===== src/rtl/lrelu_beats_sequencer_if.sv =====
// Control/status bundle between the config/DMA path (master) and the LReLU
// beats sequencer (slave). Widths derive from the same kernel/group maxima
// the sequencer is built with, so both ends always agree.
interface lrelu_beats_sequencer_if #(
    parameter int MEMBERS = 8,
    parameter int KH_MAX  = 7,
    parameter int KW_MAX  = 7
);
    localparam int KH2_MAX     = KH_MAX / 2;
    localparam int KW2_MAX     = KW_MAX / 2;
    localparam int C_MAX       = (KH2_MAX > KW2_MAX) ? KH2_MAX : KW2_MAX;
    localparam int A_SPAN      = (KW_MAX + 1) / 2;
    localparam int B_SPAN      = ((2 * C_MAX + 1) * KW_MAX + MEMBERS - 1) / MEMBERS;
    localparam int BITS_KH2    = $clog2(KH2_MAX + 1);
    localparam int BITS_KW2    = $clog2(KW2_MAX + 1);
    localparam int BITS_CLR_I  = $clog2(C_MAX + 1);
    localparam int BITS_MTB    = $clog2(KH_MAX);
    localparam int BITS_W_ADDR = $clog2((A_SPAN > B_SPAN) ? A_SPAN : B_SPAN);

    logic                   cfg_valid;
    logic                   cfg_ready;
    logic [BITS_KH2-1:0]    cfg_kh2;
    logic [BITS_KW2-1:0]    cfg_kw2;
    logic                   en;
    logic [1:0]             w_sel;
    logic [BITS_CLR_I-1:0]  clr_i;
    logic [BITS_MTB-1:0]    mtb;
    logic [BITS_W_ADDR-1:0] w_addr;
    logic                   full;
    logic                   done;
    logic                   busy;

    modport master (
        output cfg_valid, cfg_kh2, cfg_kw2, en,
        input  cfg_ready, w_sel, clr_i, mtb, w_addr, full, done, busy
    );

    modport slave (
        input  cfg_valid, cfg_kh2, cfg_kw2, en,
        output cfg_ready, w_sel, clr_i, mtb, w_addr, full, done, busy
    );
endinterface


===== src/rtl/lrelu_beats_sequencer.sv =====
// LReLU coefficient-load beat sequencer. After a latched per-layer kernel
// config it walks one REG_D beat, the BRAM_A block and the nested BRAM_B
// (clear group / member tile beat / address) block once, then returns to IDLE
// and pulses done. All per-kernel limits come from small elaboration-time
// tables or shifts/compares; there is no runtime divider.
// Assumes KH_MAX and KW_MAX are odd and at least 3.
module lrelu_beats_sequencer #(
    parameter int MEMBERS = 8,
    parameter int KH_MAX  = 7,
    parameter int KW_MAX  = 7
) (
    input  logic                   clk,
    input  logic                   rstn,
    lrelu_beats_sequencer_if.slave bus
);
    localparam int KH2_MAX     = KH_MAX / 2;
    localparam int KW2_MAX     = KW_MAX / 2;
    localparam int C_MAX       = (KH2_MAX > KW2_MAX) ? KH2_MAX : KW2_MAX;
    localparam int A_SPAN      = (KW_MAX + 1) / 2;
    localparam int B_SPAN      = ((2 * C_MAX + 1) * KW_MAX + MEMBERS - 1) / MEMBERS;
    localparam int BITS_KH2    = $clog2(KH2_MAX + 1);
    localparam int BITS_KW2    = $clog2(KW2_MAX + 1);
    localparam int BITS_CLR_I  = $clog2(C_MAX + 1);
    localparam int BITS_MTB    = $clog2(KH_MAX);
    localparam int BITS_W_ADDR = $clog2((A_SPAN > B_SPAN) ? A_SPAN : B_SPAN);

    typedef enum logic [1:0] {
        IDLE   = 2'd0,
        REG_D  = 2'd1,
        BRAM_A = 2'd2,
        BRAM_B = 2'd3
    } w_sel_t;

    // Last BRAM_B address of clear group c for half-width kw2:
    // ceil((2c+1)*(2*kw2+1)/MEMBERS) - 1. Only ever evaluated on constants.
    function automatic int b_last_f(int kw2, int c);
        return (((2 * c + 1) * (2 * kw2 + 1) + MEMBERS - 1) / MEMBERS) - 1;
    endfunction

    w_sel_t                 state_q, state_d;
    logic [BITS_KH2-1:0]    kh2_q, kh2_d, kh2_cfg;
    logic [BITS_KW2-1:0]    kw2_q, kw2_d, kw2_cfg;
    logic [BITS_CLR_I-1:0]  clr_q, clr_d;
    logic [BITS_MTB-1:0]    mtb_q, mtb_d;
    logic [BITS_W_ADDR-1:0] addr_q, addr_d;
    logic                   done_q, done_d;

    logic [BITS_W_ADDR-1:0] b_last_lut [KW2_MAX+1][C_MAX+1];
    logic [BITS_W_ADDR-1:0] b_last;
    logic [BITS_CLR_I-1:0]  m_half;
    logic [BITS_MTB-1:0]    m_last;
    logic [BITS_CLR_I-1:0]  c_last;
    logic                   a_end, b_end, m_end, c_end;

    // Clamp the offered half-sizes to the supported maxima; when the port
    // width cannot exceed the maximum the value passes straight through.
    if (((1 << BITS_KH2) - 1) > KH2_MAX) begin : g_kh2_clamp
        assign kh2_cfg = (bus.cfg_kh2 > BITS_KH2'(KH2_MAX)) ? BITS_KH2'(KH2_MAX) : bus.cfg_kh2;
    end else begin : g_kh2_pass
        assign kh2_cfg = bus.cfg_kh2;
    end

    if (((1 << BITS_KW2) - 1) > KW2_MAX) begin : g_kw2_clamp
        assign kw2_cfg = (bus.cfg_kw2 > BITS_KW2'(KW2_MAX)) ? BITS_KW2'(KW2_MAX) : bus.cfg_kw2;
    end else begin : g_kw2_pass
        assign kw2_cfg = bus.cfg_kw2;
    end

    // BRAM_B address limit table, indexed by latched kw2 and current clr_i.
    for (genvar gw = 0; gw <= KW2_MAX; gw++) begin : g_b_kw
        for (genvar gc = 0; gc <= C_MAX; gc++) begin : g_b_c
            assign b_last_lut[gw][gc] = BITS_W_ADDR'(b_last_f(gw, gc));
        end
    end

    assign b_last = b_last_lut[kw2_q][clr_q];

    // M_LAST(c) = min(2c, kh-1) = 2*min(c, kh2).
    assign m_half = (clr_q < BITS_CLR_I'(kh2_q)) ? clr_q : BITS_CLR_I'(kh2_q);
    assign m_last = BITS_MTB'({m_half, 1'b0});

    // C_LAST = max(kw2, kh2); A_LAST = ceil(kw/2) - 1 = kw2.
    assign c_last = (kh2_q > BITS_KH2'(0) && BITS_CLR_I'(kh2_q) > BITS_CLR_I'(kw2_q))
                    ? BITS_CLR_I'(kh2_q) : BITS_CLR_I'(kw2_q);

    assign a_end = (addr_q == BITS_W_ADDR'(kw2_q));
    assign b_end = (addr_q == b_last);
    assign m_end = (mtb_q == m_last);
    assign c_end = (clr_q == c_last);

    // State, latched config and beat counters; reset is synchronous.
    // NOTE: sequential state uses non-blocking assignments so every register
    // samples pre-edge values regardless of statement order.
    always_ff @(posedge clk) begin
        if (!rstn) begin
            state_q <= IDLE;
            kh2_q   <= '0;
            kw2_q   <= '0;
            clr_q   <= '0;
            mtb_q   <= '0;
            addr_q  <= '0;
            done_q  <= 1'b0;
        end else begin
            state_q <= state_d;
            kh2_q   <= kh2_d;
            kw2_q   <= kw2_d;
            clr_q   <= clr_d;
            mtb_q   <= mtb_d;
            addr_q  <= addr_d;
            done_q  <= done_d;
        end
    end

    // Next-state and counter stepping; nothing moves on a beat without en.
    // NOTE: every target gets a hold/default value first, so no path through
    // the case can leave a variable unassigned and infer a latch.
    always_comb begin
        state_d = state_q;
        kh2_d   = kh2_q;
        kw2_d   = kw2_q;
        clr_d   = clr_q;
        mtb_d   = mtb_q;
        addr_d  = addr_q;
        done_d  = 1'b0;

        case (state_q)
            IDLE: begin
                if (bus.cfg_valid) begin
                    state_d = REG_D;
                    kh2_d   = kh2_cfg;
                    kw2_d   = kw2_cfg;
                end
            end
            REG_D: begin
                if (bus.en) begin
                    state_d = BRAM_A;
                    addr_d  = '0;
                end
            end
            BRAM_A: begin
                if (bus.en) begin
                    if (a_end) begin
                        state_d = BRAM_B;
                        addr_d  = '0;
                        clr_d   = '0;
                        mtb_d   = '0;
                    end else begin
                        addr_d = addr_q + BITS_W_ADDR'(1);
                    end
                end
            end
            BRAM_B: begin
                if (bus.en) begin
                    if (!b_end) begin
                        addr_d = addr_q + BITS_W_ADDR'(1);
                    end else begin
                        addr_d = '0;
                        if (!m_end) begin
                            mtb_d = mtb_q + BITS_MTB'(1);
                        end else begin
                            mtb_d = '0;
                            if (!c_end) begin
                                clr_d = clr_q + BITS_CLR_I'(1);
                            end else begin
                                state_d = IDLE;
                                clr_d   = '0;
                                done_d  = 1'b1;
                            end
                        end
                    end
                end
            end
            default: state_d = IDLE;
        endcase
    end

    assign bus.cfg_ready = (state_q == IDLE);
    assign bus.busy      = (state_q != IDLE);
    assign bus.w_sel     = state_q;
    assign bus.clr_i     = clr_q;
    assign bus.mtb       = mtb_q;
    assign bus.w_addr    = addr_q;
    assign bus.done      = done_q;
    assign bus.full      = (state_q == BRAM_B) && b_end && m_end && c_end;
endmodule


===== src/flat_wrapper.sv =====
// flat-port wrapper written by rule: the top's interface ports become plain ports
module lrelu_beats_sequencer_flat 
#(
    parameter int MEMBERS = 8,
    parameter int KH_MAX  = 7,
    parameter int KW_MAX  = 7
)
  (clk, rstn, bus_cfg_valid, bus_cfg_kh2, bus_cfg_kw2, bus_en, bus_cfg_ready, bus_w_sel, bus_clr_i, bus_mtb, bus_w_addr, bus_full, bus_done, bus_busy);
  lrelu_beats_sequencer_if #(.MEMBERS(MEMBERS), .KH_MAX(KH_MAX), .KW_MAX(KW_MAX)) bus_i ();
  input  logic clk;
  input  logic rstn;
  input wire logic [$bits(bus_i.cfg_valid)-1:0] bus_cfg_valid;
  input wire logic [$bits(bus_i.cfg_kh2)-1:0] bus_cfg_kh2;
  input wire logic [$bits(bus_i.cfg_kw2)-1:0] bus_cfg_kw2;
  input wire logic [$bits(bus_i.en)-1:0] bus_en;
  output wire logic [$bits(bus_i.cfg_ready)-1:0] bus_cfg_ready;
  output wire logic [$bits(bus_i.w_sel)-1:0] bus_w_sel;
  output wire logic [$bits(bus_i.clr_i)-1:0] bus_clr_i;
  output wire logic [$bits(bus_i.mtb)-1:0] bus_mtb;
  output wire logic [$bits(bus_i.w_addr)-1:0] bus_w_addr;
  output wire logic [$bits(bus_i.full)-1:0] bus_full;
  output wire logic [$bits(bus_i.done)-1:0] bus_done;
  output wire logic [$bits(bus_i.busy)-1:0] bus_busy;
  assign bus_i.cfg_valid = bus_cfg_valid;
  assign bus_i.cfg_kh2 = bus_cfg_kh2;
  assign bus_i.cfg_kw2 = bus_cfg_kw2;
  assign bus_i.en = bus_en;
  assign bus_cfg_ready = bus_i.cfg_ready;
  assign bus_w_sel = bus_i.w_sel;
  assign bus_clr_i = bus_i.clr_i;
  assign bus_mtb = bus_i.mtb;
  assign bus_w_addr = bus_i.w_addr;
  assign bus_full = bus_i.full;
  assign bus_done = bus_i.done;
  assign bus_busy = bus_i.busy;
  lrelu_beats_sequencer #(.MEMBERS(MEMBERS), .KH_MAX(KH_MAX), .KW_MAX(KW_MAX)) u_core (.clk(clk), .rstn(rstn), .bus(bus_i));
endmodule

===== config.mk =====
export PLATFORM = sky130hd
export DESIGN_NAME = lrelu_beats_sequencer_flat
export DESIGN_NICKNAME = d
export VERILOG_FILES = /design/src/rtl/lrelu_beats_sequencer_if.sv /design/src/rtl/lrelu_beats_sequencer.sv /design/src/flat_wrapper.sv
export SDC_FILE = /design/constraint.sdc
export NUM_CORES = 1
export LEC_CHECK = 0
export ABC_AREA = 1
export CAP_MARGIN = 25
export CORE_MARGIN = 10
export CORE_UTILIZATION = 50
export CTS_CLUSTER_SIZE = 28
export DETAILED_ROUTE_END_ITERATION = 12
export PLACE_DENSITY = 0.81
export SLEW_MARGIN = 20
export SYNTH_ARGS = -nofsm -noshare
export SYNTH_HDL_FRONTEND = slang
export SYNTH_SLANG_ARGS = --single-unit

===== constraint.sdc =====
create_clock -name clk -period 6.4 [get_ports clk]
set_input_delay 1.92 -clock clk [delete_from_list [all_inputs] [get_ports clk]]
set_output_delay 1.92 -clock clk [all_outputs]
set_load 0.05 [all_outputs]

==> results.yml <==
finish:
  fin_util: 0.621
  drive_above_1_share: 0.111
  area_delta_synth_final_pct: 20.5
  fillers: 233
  nets: 238
  antennaDiodeCount: 0
sta:
  drv_slew: 0
  hold_violations: 0
  clock_skew_ns: 0.00271
  grt_setup_unrepaired: "no"
  setup_viol: 0
  fmax_mhz: 212
  whs_ns: 0.497
  worst_slew_margin_rel: 0.662
  finalCritPeriodShare: 0.738
  tightest_slew_ns: 0.506
  fin_ws_ns: 1.68
  period_minus_slack_ns: 4.72
  tns_ns: 0
worst_setup_path:
  path_class: "reg2out"
  rrSetupSlack_ns: 4.29
  rr_worst_depth: 14
  end_kind: "output port"
  reg2reg_to: "u_core.bus.w_sel[1]"
  worstPathArrival_ns: 2.80
  start_kind: "register"
  critPathMaxFanout: 9
  crit_required_ns: 4.48
  timing.rr.start: "u_core.kw2_q[1]"
clock_network:
  cts-hold-fix-buffers: 0
  cts.clk_slew.worst_paths_ns: 0.09
  post_cts_buffers: 0
  cts.repair.resized: 0
  cts_root_buffer: "clkbuf_4"
  cts_buffer_depth: 2
  cts_tree: "yes"
  clock_sinks: 15
  clkLatencyLatePin_ns: 0.29
  h-tree-depth: 1
  cts_inserted_buffers: 3
detailed_routing:
  routedWlPerCell_um: 11.7
  drt_wl_total_um: 2880
  drc: 0
  vias_per_cell: 5.04
  drt_iter0_markers: 46
  via_count: 1239
  antenna_left: 0
  drt-pass1-iter-count: 4
synthesis:
  synth_edf_count: 0
  synth_seq_area_share: 0.237
  yosys_warnings: 0
  synth.avg_cell_area_um2: 6.55
  synth.net_count: 214
  yosysUniqueCellTypes: 29
  synth_area_mm2: 0.00126
  synth-seq-cells: 15
  ys.flop_type: "dfxtp_1"
  synthArstFlopShare: 0
  synthCells: 193
global_routing:
  antenna_found_initial: 0
  grt_start_max_net_pins: 12
  track_usage: 0.121
  grt_pass1_wl_um: 5250
  overflow: 0
  grt_pass1_vias: 1257
placement:
  place_hpwl_um: 2290
  post-place-ws_ns: 1.98
  port_buffers: 21
  routabilityCongestion: 0.816
hold_path:
  holdPathEnd: "u_core.bus.mtb[0]"
  worstHoldStart: "u_core.bus.mtb[0]"
  holdPathStages: 2
  hold_path_class: "reg2reg"
die:
  io_pins: 22
  fp.coreArea_mm2: 0.00245
  die_h_um: 70.3
  dieWidth_um: 70.3
  dieArea_mm2: 0.00494
  start_util: 0.515
  rows: 18
pwr:
  power_density_mw_per_mm2: 371
  peakVddDrop_mv: 0.272
  p_leak_nw: 0.758
  p_total_w: 0.000566
job:
  max-cap-violations: 0
run_status:
  status: "finished, final reports clean"
[state kept, by name (all words and copies together), names as in the netlist]
name and flops:
u_core.bus.w_addr 3, u_core.bus.mtb 3, u_core.bus.done 1, u_core.kw2_q 2
u_core.bus.w_sel 2, u_core.bus.clr_i 2, u_core.kh2_q 2
[layer usage]
metal / GRT usage / share of wire / up-vias
li1: - / - / 661
met4: 0.0482 / 0.013 / 0
met2: 0.200 / 0.47 / 25
met1: 0.147 / 0.47 / 548
met3: 0.0268 / 0.049 / 5
met5: 0 / 0 / -
[placed cells by master, fill, tap and decap left out]
master / count
nand2_1: 57
inv_1: 27
clkdlybuf4s50_1: 21
nor2_1: 17
dfxtp_1: 15
nand3_1: 14
ha_1: 13
a21oi_1: 10
o21ai_0: 7
inv_2: 3
nand3_2: 3
nand4_1: 3
clkbuf_4: 3
inv_4: 2
nand2_2: 2
nor3_1: 2
nand2_4: 2
nor2_2: 2
xor2_1: 2
or2_4: 1
nand3_4: 1
o21bai_2: 1
a21boi_1: 1
o2111ai_1: 1
nand4_2: 1
nand3b_1: 1
or2_2: 1
a21oi_4: 1
a21oi_2: 1
clkbuf_1: 1
[worst max-delay path: stages, from the launching register on]
cell and delay, ns:
dfxtp_1 0.52, ha_1 0.29, o21ai_0 0.27, nand2_1 0.08, nand2_1 0.11, nand3_4 0.10
nor3_1 0.18, nand3_1 0.11, inv_1 0.07, clkdlybuf4s50_1 0.80
[per-stage QoR]
stage	area (µm²)	instances
detailed placement	1500	242
CTS	1520	246
finish	1520	246
global route	1520	246
floorplan	1260	193
global placement	1500	242
[power by group]
group,leakage (nW),switching (W),internal [W]
clock,0.0150,0.0000318,0.0000242
combinational,0.620,0.000242,0.000129
sequential,0.123,0.0000274,0.000112
[worst max-delay path by stage]
stage	from	end	slack, ns
finish	u_core.bus.clr_i[1]	bus_full	1.68
global route	u_core.bus.clr_i[1]	bus_full	1.48
CTS	u_core.bus.clr_i[1]	bus_full	1.66
detailed placement	u_core.bus.clr_i[1]	bus_full	1.98
global placement	u_core.bus.clr_i[1]	bus_full	2.06
floorplan	u_core.bus.clr_i[1]	bus_full	2.31
[kinds of logic (layout without fill, tap and decap cells)]
| kind of cell | after synthesis | count (layout) | synth area share |
|---|---|---|---|
| DFF | 15 | 15 | 0.237 |
| adders and majority gates | 13 | 13 | 0.129 |
| AOI/OAI and AO/OA | 22 | 22 | 0.109 |
| and+or+nand+nor | 107 | 107 | 0.401 |
| buffers and inverters | 34 | 57 | 0.111 |
| xor gates and xnor gates | 2 | 2 | 0.0139 |
[synth_stat cells (2+ instances only)]
library cell | instances | share of area
nand2_1 | 57 | 0.17
inv_1 | 27 | 0.080
dfxtp_1 | 15 | 0.24
inv_4 | 2 | 0.0099
nand2_4 | 2 | 0.018
inv_2 | 3 | 0.0089
nor2_2 | 2 | 0.0099
ha_1 | 13 | 0.13
nand3_1 | 14 | 0.055
o21ai_0 | 7 | 0.028
nand4_1 | 3 | 0.015
a21oi_1 | 10 | 0.040
xor2_1 | 2 | 0.014
nand3_2 | 3 | 0.024
nor2_1 | 17 | 0.050
nand2_2 | 2 | 0.0099
nor3_1 | 2 | 0.0079
[final cells by class]
type | count | area [µm²] | area share
inverters | 32 | 125 | 0.0821
clock buffers | 4 | 26.3 | 0.0172
repair buffers | 21 | 210 | 0.138
multi-input cells | 144 | 825 | 0.541
well taps | 30 | 37.5 | 0.0246
flip-flops and latches | 15 | 300 | 0.197
Note: power is estimated with default switching activity, not from simulation.
